--- config.mk ---
export PLATFORM = sky130hd
export DESIGN_NAME = ex_muldiv_flat
export DESIGN_NICKNAME = d
export VERILOG_FILES = /design/src/rtl/muldiv_pkg.sv /design/src/rtl/ex_muldiv_if.sv /design/src/rtl/muldiv_negate.sv /design/src/rtl/ex_muldiv.sv /design/src/flat_wrapper.sv
export SDC_FILE = /design/constraint.sdc
export NUM_CORES = 1
export LEC_CHECK = 0
export CAP_MARGIN = 20
export CORE_AREA = 2 2 181 183
export CTS_BUF_LIST = sky130_fd_sc_hd__clkbuf_4 sky130_fd_sc_hd__clkbuf_8
export DETAILED_ROUTE_END_ITERATION = 16
export DIE_AREA = 0 0 183 185
export PLACE_DENSITY = 0.81
export SLEW_MARGIN = 25
export SYNTH_ARGS = -nofsm -noshare
export SYNTH_HDL_FRONTEND = slang
export SYNTH_SLANG_ARGS = --single-unit
--- constraint.sdc ---
create_clock -name clk -period 6.05 [get_ports clk]
set_input_delay 0.605 -clock clk [delete_from_list [all_inputs] [get_ports clk]]
set_output_delay 0.605 -clock clk [all_outputs]
set_load 0.1 [all_outputs]
--- src/rtl/muldiv_pkg.sv ---
// Shared op codes, FSM encoding, ready levels and op decode helpers for the EX-stage mul/div unit.
`define MdResultReady    1'b1
`define MdResultNotReady 1'b0

package muldiv_pkg;

    localparam logic [1:0] MD_MULT  = 2'b00;
    localparam logic [1:0] MD_MULTU = 2'b01;
    localparam logic [1:0] MD_DIV   = 2'b10;
    localparam logic [1:0] MD_DIVU  = 2'b11;

    localparam logic [1:0] IDLE   = 2'b00;
    localparam logic [1:0] BYZERO = 2'b01;
    localparam logic [1:0] ON     = 2'b10;
    localparam logic [1:0] END    = 2'b11;

    function automatic logic md_is_div(input logic [1:0] op);
        return (op == MD_DIV) || (op == MD_DIVU);
    endfunction

    function automatic logic md_is_signed(input logic [1:0] op);
        return (op == MD_MULT) || (op == MD_DIV);
    endfunction

endpackage

--- src/rtl/ex_muldiv_if.sv ---
// EX <-> mul/div handshake: EX holds start_i with operands until ready_o, then drops it.
interface ex_muldiv_if #(parameter int unsigned WIDTH = 32);

    logic                 start_i;
    logic [1:0]           op_i;
    logic [WIDTH-1:0]     opdata1_i;
    logic [WIDTH-1:0]     opdata2_i;
    logic                 annul_i;
    logic [2*WIDTH-1:0]   result_o;
    logic                 ready_o;
    logic                 busy_o;
    logic                 div_by_zero_o;

    modport master (
        output start_i, op_i, opdata1_i, opdata2_i, annul_i,
        input  result_o, ready_o, busy_o, div_by_zero_o
    );

    modport slave (
        input  start_i, op_i, opdata1_i, opdata2_i, annul_i,
        output result_o, ready_o, busy_o, div_by_zero_o
    );

endinterface

--- src/rtl/muldiv_negate.sv ---
// Conditional two's-complement negate, used for operand magnitudes and result sign fix.
module muldiv_negate #(
    parameter int unsigned WIDTH = 32
) (
    input  logic [WIDTH-1:0] a,
    input  logic             en,
    output logic [WIDTH-1:0] y_c
);

    assign y_c = en ? (~a + WIDTH'(1)) : a;

endmodule

--- src/rtl/ex_muldiv.sv ---
// Iterative multiply/divide for EX: one result bit per cycle, {HI,LO} returned with ready_o.
module ex_muldiv
    import muldiv_pkg::*;
#(
    parameter int unsigned WIDTH = 32
) (
    input  logic        clk,
    input  logic        rst,
    ex_muldiv_if.slave  bus
);

    localparam int unsigned W2    = 2 * WIDTH;
    localparam int unsigned CNT_W = $clog2(WIDTH) + 1;

    logic [1:0]       state, state_nxt;
    logic [1:0]       op_r, op_nxt;
    logic [CNT_W-1:0] cnt, cnt_nxt;
    logic [WIDTH-1:0] b_r, b_nxt;
    logic [W2-1:0]    acc, acc_nxt, acc_iter;
    logic [W2-1:0]    result_r, result_nxt;
    logic             s1_r, s1_nxt, s2_r, s2_nxt, dz_r, dz_nxt;
    logic             ready_r, ready_nxt, busy_r, busy_nxt, dbz_r, dbz_nxt;

    logic             in_signed_c, fix_signed_c;
    logic [WIDTH-1:0] abs1_c, abs2_c, quo_c, rem_c;
    logic [W2-1:0]    prod_c;
    logic [WIDTH:0]   part_c, diff_c, sum_c;

    assign in_signed_c  = md_is_signed(bus.op_i);
    assign fix_signed_c = md_is_signed(op_r);

    muldiv_negate #(.WIDTH(WIDTH)) u_abs1 (
        .a(bus.opdata1_i), .en(in_signed_c & bus.opdata1_i[WIDTH-1]), .y_c(abs1_c));
    muldiv_negate #(.WIDTH(WIDTH)) u_abs2 (
        .a(bus.opdata2_i), .en(in_signed_c & bus.opdata2_i[WIDTH-1]), .y_c(abs2_c));
    muldiv_negate #(.WIDTH(W2)) u_prod (
        .a(acc_iter), .en(fix_signed_c & (s1_r ^ s2_r)), .y_c(prod_c));
    muldiv_negate #(.WIDTH(WIDTH)) u_quo (
        .a(acc_iter[WIDTH-1:0]), .en(fix_signed_c & (s1_r ^ s2_r)), .y_c(quo_c));
    muldiv_negate #(.WIDTH(WIDTH)) u_rem (
        .a(acc_iter[W2-1:WIDTH]), .en(fix_signed_c & s1_r), .y_c(rem_c));

    // One iteration: restoring subtract for divide, add-and-shift-right for multiply
    always_comb begin
        part_c = acc[W2-1:WIDTH-1];
        diff_c = part_c - {1'b0, b_r};
        sum_c  = {1'b0, acc[W2-1:WIDTH]} + (acc[0] ? {1'b0, b_r} : '0);
        if (md_is_div(op_r)) begin
            acc_iter = diff_c[WIDTH] ? {acc[W2-2:0], 1'b0}
                                     : {diff_c[WIDTH-1:0], acc[WIDTH-2:0], 1'b1};
        end else begin
            acc_iter = {sum_c, acc[WIDTH-1:1]};
        end
    end

    always_comb begin
        state_nxt  = state;
        op_nxt     = op_r;
        cnt_nxt    = cnt;
        b_nxt      = b_r;
        acc_nxt    = acc;
        s1_nxt     = s1_r;
        s2_nxt     = s2_r;
        dz_nxt     = dz_r;
        result_nxt = result_r;

        if (bus.annul_i) begin
            state_nxt  = IDLE;
            result_nxt = '0;
        end else begin
            case (state)
                IDLE: begin
                    result_nxt = '0;
                    if (bus.start_i) begin
                        op_nxt  = bus.op_i;
                        s1_nxt  = in_signed_c & bus.opdata1_i[WIDTH-1];
                        s2_nxt  = in_signed_c & bus.opdata2_i[WIDTH-1];
                        cnt_nxt = '0;
                        if (md_is_div(bus.op_i) && (bus.opdata2_i == '0)) begin
                            state_nxt = BYZERO;
                            dz_nxt    = 1'b1;
                        end else begin
                            state_nxt = ON;
                            dz_nxt    = 1'b0;
                            // Accumulator low half holds dividend / multiplier; b_r the other operand
                            acc_nxt   = {WIDTH'(0), md_is_div(bus.op_i) ? abs1_c : abs2_c};
                            b_nxt     = md_is_div(bus.op_i) ? abs2_c : abs1_c;
                        end
                    end
                end
                ON: begin
                    if (!bus.start_i) begin
                        state_nxt  = IDLE;
                        result_nxt = '0;
                    end else begin
                        acc_nxt = acc_iter;
                        cnt_nxt = cnt + CNT_W'(1);
                        if (cnt == CNT_W'(WIDTH - 1)) begin
                            state_nxt  = END;
                            result_nxt = md_is_div(op_r) ? {rem_c, quo_c} : prod_c;
                        end
                    end
                end
                BYZERO: begin
                    state_nxt  = bus.start_i ? END : IDLE;
                    result_nxt = '0;
                end
                default: begin
                    if (!bus.start_i) begin
                        state_nxt  = IDLE;
                        result_nxt = '0;
                    end
                end
            endcase
        end

        ready_nxt = ((state == END) && (state_nxt == END)) ? `MdResultReady : `MdResultNotReady;
        dbz_nxt   = ready_nxt & dz_r;
        busy_nxt  = (state_nxt == ON) || (state_nxt == BYZERO);
    end

    always_ff @(posedge clk or negedge rst) begin
        if (!rst) state <= IDLE;
        else      state <= state_nxt;
    end

    always_ff @(posedge clk or negedge rst) begin
        if (!rst) begin
            op_r     <= '0;
            cnt      <= '0;
            b_r      <= '0;
            acc      <= '0;
            s1_r     <= 1'b0;
            s2_r     <= 1'b0;
            dz_r     <= 1'b0;
            result_r <= '0;
            ready_r  <= 1'b0;
            busy_r   <= 1'b0;
            dbz_r    <= 1'b0;
        end else begin
            op_r     <= op_nxt;
            cnt      <= cnt_nxt;
            b_r      <= b_nxt;
            acc      <= acc_nxt;
            s1_r     <= s1_nxt;
            s2_r     <= s2_nxt;
            dz_r     <= dz_nxt;
            result_r <= result_nxt;
            ready_r  <= ready_nxt;
            busy_r   <= busy_nxt;
            dbz_r    <= dbz_nxt;
        end
    end

    assign bus.result_o      = result_r;
    assign bus.ready_o       = ready_r;
    assign bus.busy_o        = busy_r;
    assign bus.div_by_zero_o = dbz_r;

endmodule

--- src/flat_wrapper.sv ---
// flat-port wrapper written by rule: the top's interface ports become plain ports
module ex_muldiv_flat import muldiv_pkg::*;
#(
    parameter int unsigned WIDTH = 32
)
  (clk, rst, bus_start_i, bus_op_i, bus_opdata1_i, bus_opdata2_i, bus_annul_i, bus_result_o, bus_ready_o, bus_busy_o, bus_div_by_zero_o);
  ex_muldiv_if #(.WIDTH(WIDTH)) bus_i ();
  input  logic clk;
  input  logic rst;
  input wire logic [$bits(bus_i.start_i)-1:0] bus_start_i;
  input wire logic [$bits(bus_i.op_i)-1:0] bus_op_i;
  input wire logic [$bits(bus_i.opdata1_i)-1:0] bus_opdata1_i;
  input wire logic [$bits(bus_i.opdata2_i)-1:0] bus_opdata2_i;
  input wire logic [$bits(bus_i.annul_i)-1:0] bus_annul_i;
  output wire logic [$bits(bus_i.result_o)-1:0] bus_result_o;
  output wire logic [$bits(bus_i.ready_o)-1:0] bus_ready_o;
  output wire logic [$bits(bus_i.busy_o)-1:0] bus_busy_o;
  output wire logic [$bits(bus_i.div_by_zero_o)-1:0] bus_div_by_zero_o;
  assign bus_i.start_i = bus_start_i;
  assign bus_i.op_i = bus_op_i;
  assign bus_i.opdata1_i = bus_opdata1_i;
  assign bus_i.opdata2_i = bus_opdata2_i;
  assign bus_i.annul_i = bus_annul_i;
  assign bus_result_o = bus_i.result_o;
  assign bus_ready_o = bus_i.ready_o;
  assign bus_busy_o = bus_i.busy_o;
  assign bus_div_by_zero_o = bus_i.div_by_zero_o;
  ex_muldiv #(.WIDTH(WIDTH)) u_core (.clk(clk), .rst(rst), .bus(bus_i));
endmodule
* After elaboration in Yosys (flattened, before gate mapping)
Index checks and enable logic that the tools add are counted.
** Cells by class
- $add $sub $neg :: 8
- Multiply operators :: 0
- Div/mod/pow operators :: 0
- Order comparisons :: 0
- Equality and inequality tests :: 16
- Shift operators :: 0
- Muxes and demuxes :: 33
- Bitwise logic cells :: 13
- Reduce and logical (&&, ||, !) cells :: 18
** Operator list (count)
- 2-to-1 mux 64 bit :: 11
- case mux 64 bit (2 select lines) :: 2
- 2-to-1 mux 32 bit :: 7
- adder 32 x 1 -> 32 bit, second input constant :: 4
- inverter 32 bit :: 4
- adder 64 x 1 -> 64 bit, second input constant :: 1
- inverter 64 bit :: 1
- adder 32 x 33 -> 33 bit :: 1
- subtractor 33 x 32 -> 33 bit :: 1
- logical NOT 32 bit :: 1
- equality test 2 bit, second input constant :: 8
- 2-to-1 mux 2 bit :: 7
- 2-to-1 mux 6 bit :: 2
- case mux 6 bit (2 select lines) :: 1
- AND reduction 4 bit :: 2
- adder 6 x 1 -> 6 bit, second input constant :: 1
- equality test 6 x 5 -> 1 bit, second input constant :: 1
- logical NOT 2 bit :: 3
- != test 2 bit, second input constant :: 3
- case mux 2 bit (3 select lines) :: 1
- AND 1 bit :: 5
- logical OR 1 bit :: 5
- AND reduction 5 bit :: 1
- equality test 2 x 1 -> 1 bit, second input constant :: 2
- 10 further kinds :: 13
** Word-level totals
- Bits in registers :: 176
- Bits in latches :: 0
- Memory bits (writable) :: 0
- ROM bits :: 0
- Input bits :: 70
- Output and inout bits :: 67
- Word-level logic and storage cells :: 100
- Memories :: 0

* Logic depth before layout (Yosys ltp)
- Depth in word-level cells :: 11
- Depth in mapped cells :: 26
- Depth with buffers taken out :: 24

* Cells and area by module
A second synthesis with hierarchy kept.
** Second synthesis, totals
- Cells, all modules :: 2139
- Area, all modules :: 17767.0 µm²
** By module, submodules not included
- ex_muldiv :: instances 1, cells each 1531, area each 13042.5 µm², seq. area each 4404.2 µm²
- muldiv_negate (u_core.u_abs1 ...) :: instances 3, cells each 99, area each 777.0 µm², seq. area each 0.0 µm²
- muldiv_negate (u_core.u_prod) :: instances 1, cells each 206, area each 1649.1 µm², seq. area each 0.0 µm²
- muldiv_negate (u_core.u_rem) :: instances 1, cells each 105, area each 744.5 µm², seq. area each 0.0 µm²

* Worst setup path before layout
OpenSTA, ideal clock, no wires.
- Kind :: reg2reg
- Start :: reg u_core.op_r[1]
- End :: reg u_core.result_r[52] (netlist: u_core.bus.result_o[52])
- Setup time :: 134 ps
- Data arrival time :: 5147 ps
- Data required time :: 5916 ps
- Path slack :: 769 ps
- Cell stages (with the launch flop) :: 26
- Path buffers :: 11
- Period minus slack after synthesis :: 5281 ps
- Cell sequence :: dfrtp_1 -> buf_2 -> buf_4 -> buf_2 -> buf_2 -> buf_2 -> buf_2 -> buf_2 -> buf_2 -> buf_1 -> clkbuf_1 -> o21ai_0 -> inv_1 -> ha_1 -> o211ai_1 -> nor3_1 -> and3b_1 -> clkbuf_1 -> and3_1 -> a211o_1 -> nand2_1 -> nor4_1 -> nand2_1 -> o41ai_1 -> xor2_1 -> o21ai_0
** Between the ends
- Word-level cells in the longest chain between the ends :: 11
- Elaborated cells on any way between the ends :: 19
- Those cells by class :: 2 x add/sub; 2 x eq/ne; 8 x mux; 4 x bitwise; 3 x reduce/logical
** Ends and longest elaborated chain
- from (decl) :: line ex_muldiv.sv:16 : logic [1:0] op_r, op_nxt;
- from (signal assigned) :: line ex_muldiv.sv:141 : op_r <= op_nxt;
- equality test 2 bit, on equally long branches :: line muldiv_pkg.sv:18, muldiv_pkg.sv:22
- logical OR 1 bit :: line muldiv_pkg.sv:18 : return (op == MD_DIV) || (op == MD_DIVU);
- 2-to-1 mux 64 bit :: line ex_muldiv.sv:48 : if (md_is_div(op_r)) begin
- inverter 64 bit or inverter 32 bit (tied branches) :: line muldiv_negate.sv:10 : assign y_c = en ? (~a + WIDTH'(1)) : a;
- adder 64 x 1 -> 64 bit or adder 32 x 1 -> 32 bit (tied branches) :: line muldiv_negate.sv:10
- 2-to-1 mux 64 bit or 2-to-1 mux 32 bit (tied branches) :: line muldiv_negate.sv:10
- 2-to-1 mux 64 bit (*) :: line ex_muldiv.sv:100 : result_nxt = md_is_div(op_r) ? {rem_c, quo_c} : prod_c;
- 2-to-1 mux 64 bit (*) :: line ex_muldiv.sv:98 : if (cnt == CNT_W'(WIDTH - 1)) begin
- 2-to-1 mux 64 bit (*) :: line ex_muldiv.sv:92 : if (!bus.start_i) begin
- case mux 64 bit (2 select lines) (*) :: line ex_muldiv.sv:71 : case (state)
- 2-to-1 mux 64 bit (*) :: line ex_muldiv.sv:67 : if (bus.annul_i) begin
- to (signal assigned) :: line ex_muldiv.sv:148 : result_r <= result_nxt;
- to (decl) :: line ex_muldiv.sv:20 : logic [W2-1:0] result_r, result_nxt;
Mark *: on every way between the ends. The rest lies on a longest branch, timed or not. The select of a mux whose other input is x is not followed.
A chain may end at the register's enable or synchronous reset.

* Worst setup path after layout
- Start :: reg u_core.acc[31]
- End :: reg u_core.result_r[58] (netlist: u_core.bus.result_o[58])
** Between the ends
- Word-level cells in the longest chain between the ends :: 11
- Elaborated cells on any way between the ends :: 14
- Those cells by class :: 3 x add/sub; 9 x mux; 2 x bitwise
** Ends and longest elaborated chain
- from (decl) :: line ex_muldiv.sv:19 : logic [W2-1:0] acc, acc_nxt, acc_iter;
- from (signal assigned) :: line ex_muldiv.sv:144 : acc <= acc_nxt;
- subtractor 33 x 32 -> 33 bit :: line ex_muldiv.sv:46 : diff_c = part_c - {1'b0, b_r};
- 2-to-1 mux 64 bit :: line ex_muldiv.sv:49 : acc_iter = diff_c[WIDTH] ? {acc[W2-2:0], 1'b0}
- 2-to-1 mux 64 bit (*) :: line ex_muldiv.sv:48
- inverter 64 bit or inverter 32 bit (tied branches) :: line muldiv_negate.sv:10
- adder 64 x 1 -> 64 bit or adder 32 x 1 -> 32 bit (tied branches) :: line muldiv_negate.sv:10
- 2-to-1 mux 64 bit or 2-to-1 mux 32 bit (tied branches) :: line muldiv_negate.sv:10
- 2-to-1 mux 64 bit (*) :: line ex_muldiv.sv:100
- 2-to-1 mux 64 bit (*) :: line ex_muldiv.sv:98
- 2-to-1 mux 64 bit (*) :: line ex_muldiv.sv:92
- case mux 64 bit (2 select lines) (*) :: line ex_muldiv.sv:71
- 2-to-1 mux 64 bit (*) :: line ex_muldiv.sv:67
Marks and branches as above.

==> out/results.ini <==
[critical_path]
crit_arrival_ns=5.96
worst_setup_path_start_kind=register
reg2reg_depth=24
end_kind=register
crit_start=u_core.acc[31]$_DFFE_PN0P_
reg2reg_to=u_core.bus.result_o[58]$_DFFE_PN0P_
ff2ff_setup_slack_ns=0.46
cp_max_fo=9
endpoint=u_core.bus.result_o[58]$_DFFE_PN0P_
setup.worst_path.class=register to register
crit_required_ns=6.42
regToRegStartpoint=u_core.acc[31]$_DFFE_PN0P_

[sta]
rsz0062_at_grt=no
whs_ns=0.438
final_hold_viol_count=0
setup_viol=0
fin_skew_ns=0.0279
min_period_ns=5.59
tightest_slew_ns=1.01
relSlewSlack_pct=32.1
setup_tns_ns=0
finalMaxSlewViolations=0
max_freq_ghz=0.179
finalCritPeriodShare_pct=92.4
timing.final.ws_setup_ns=0.460

[clock_tree]
clkSinkCount=176
cts_buffer_depth=2
cts_buffers=17
cts.htree.levels=4
cts_tree=built
clock_tree.root_cell=clkbuf_8
path_clk_slew_ns=0.12
cts_setup_buffers=0
clk_latency_ns=0.51

[routing]
met3WireLength_microns=4200
wl_per_cell_microns=21.2
vias_per_cell=6.36
route.met2.wl_microns=23500
wl_microns=54100
drt-initial-drc-count=2098
wl_met1_microns=22900
remaining_drc_errors=0
via_count=16200
ant_nets=0
top_layer_used=met4
drtPass1Iterations=8

[pwr]
ir_worst_vdd_uv=161
p_leak_nw=7.69
finalPower_mw=4.76
p_per_area_nw_per_um2=265

[yosys]
yosys_warnings=0
synth_nets=2199
ys_ff_latch=176
syn_area_sq_um=15800
synth.avg_cell_area_sq_um=7.68
synth_seq_area_share_pct=27.9
synth_cell_types=88
syn_inst=2057
async_flop_share_pct=100
synth_edf_count=0
ys.flop_type=dfrtp_1

[placement]
place_congestion=0.995
portBuffers=136
dp_hpwl_microns=41600
pre_cts_ws_ns=0.440

[layout]
layout_common_cells=nand2_1, o21ai_0, dfrtp_1
layout-drive-gt1-share_pct=6.55
multi_input_area_sq_um=10700
fin_util_pct=56.0
area_growth_pct=13.5
register_area_sq_um=4410
nFillCells=2945
antenna_cells=0
nets=2268
layout_commonest_cell=nand2_1

[global_routing]
track_usage_pct=31.9
grt_max_degree=173
grt_pass1_wl_microns=84300
gr-total-overflow=0
first_global_vias=15200
antenna_found_initial=0

[die]
die_w_microns=183
die_height_microns=185
rows=66
io_pins=137
start_util_pct=49.3
dieArea_sq_um=33900
core-area_sq_um=32000

[run]
maxCapViolations=0

[outcome]
status=complete, no violations

[min_path]
hold_class=input port to async pin

## worst max-delay path, cell delays in order, from the launching register on
cell	delay (ns)
dfrtp_1	0.42
inv_1	0.07
ha_1	0.15
inv_1	0.05
fa_1	0.44
a211oi_2	0.32
nor3_2	0.08
o21ai_2	0.31
a211o_1	0.42
a31oi_2	0.15
nand2_1	0.20
o21ai_0	0.16
inv_1	0.12
ha_1	0.19
o211ai_1	0.14
nor3_1	0.33
and3b_1	0.33
and3_1	0.23
a211o_1	0.18
nand2_1	0.14
nor4_2	0.33
nand4_1	0.20
o21ai_0	0.27
xnor2_1	0.14
o21ai_0	0.08
## synthesized netlist by cell type, drive strengths merged (17+ instances only)
library cell  count  area share, %
and2             49            1.9
nand3            42            1.4
clkbuf           84            2.0
a31oi            29            1.2
dfrtp           176             28
nand4            26            1.1
a21oi           177            5.8
o21ai           259            8.3
nor2            165            3.9
a22o             31            1.7
o31ai            18           0.86
inv              63            1.5
xnor2            91            5.0
a211oi           24            1.3
mux2i            42            2.7
nand2b           17           0.67
o211ai           21            1.0
xor2             69            3.8
buf              36            1.3
a21o             29            1.4
nand2           265            6.3
nor3             52            1.7
nor4             21            1.0
ha               70            5.5
## worst min path at each step
stage | from | end | cells past startpoint
after CTS | rst | u_core.acc[60]$_DFFE_PN0P_ | 2
after detailed placement | rst | u_core.acc[60]$_DFFE_PN0P_ | 1
after global placement | rst | u_core.acc[60]$_DFFE_PN0P_ | 1
after floorplan | rst | u_core.acc[0]$_DFFE_PN0P_ | 0
after global routing | rst | u_core.acc[60]$_DFFE_PN0P_ | 2
final | rst | u_core.acc[60]$_DFFE_PN0P_ | 2
## cell type report
type	instances	share of cell area, %
Inverter	63	1.32
Timing Repair Buffer	170	9.21
Multi-Input combinational cell	1698	59.5
Sequential cell	176	24.6
Clock inverter	15	1.23
Tap cell	408	2.85
Clock buffer	17	1.31
## routing by layer
layer	up-vias	global-route usage, %
met4	0	18.7
met2	807	49.1
met3	147	4.94
met5	-	0
li1	7562	-
met1	7692	42.7
## logic make-up after synthesis
logic type | share of synthesized area [%]
DFF | 27.9
AOI/OAI and AO/OA | 27.1
and+or+nand+nor | 22.1
adders and majority gates | 5.80
xor gates and xnor gates | 8.87
muxes | 3.45
buffers and inverters | 4.80
## power by group
group / internal (mW) / leakage [nW] / switching [mW]
Clock: 0.336 / 0.221 / 0.590
Sequential: 1.28 / 2.34 / 0.156
Combinational: 0.858 / 5.13 / 1.53
## timing repair
action                     4_1_cts  5_1_grt
setup endpoints to repair        0        4
gates resized for setup          0        1
hold endpoints to repair         4        0
hold buffers                     1        0
## stage by stage
step                      instances  area, sq um
after floorplan                2057        15800
after global routing           2547        17900
final                          2547        17900
after detailed placement       2513        17400
after CTS                      2546        17900
after global placement         2513        17400
## registers in the layout (all words and copies together), names as in the netlist
| register | count |
|---|---|
| u_core.cnt | 6 |
| u_core.bus.ready_o | 1 |
| u_core.b_r | 32 |
| u_core.acc | 64 |
| u_core.op_r | 2 |
| u_core.bus.result_o | 64 |
| u_core.s2_r | 1 |
| u_core.s1_r | 1 |
| u_core.dz_r | 1 |
| u_core.bus.busy_o | 1 |
| u_core.bus.div_by_zero_o | 1 |
| u_core.state | 2 |
(Power assumes the default switching activity.)
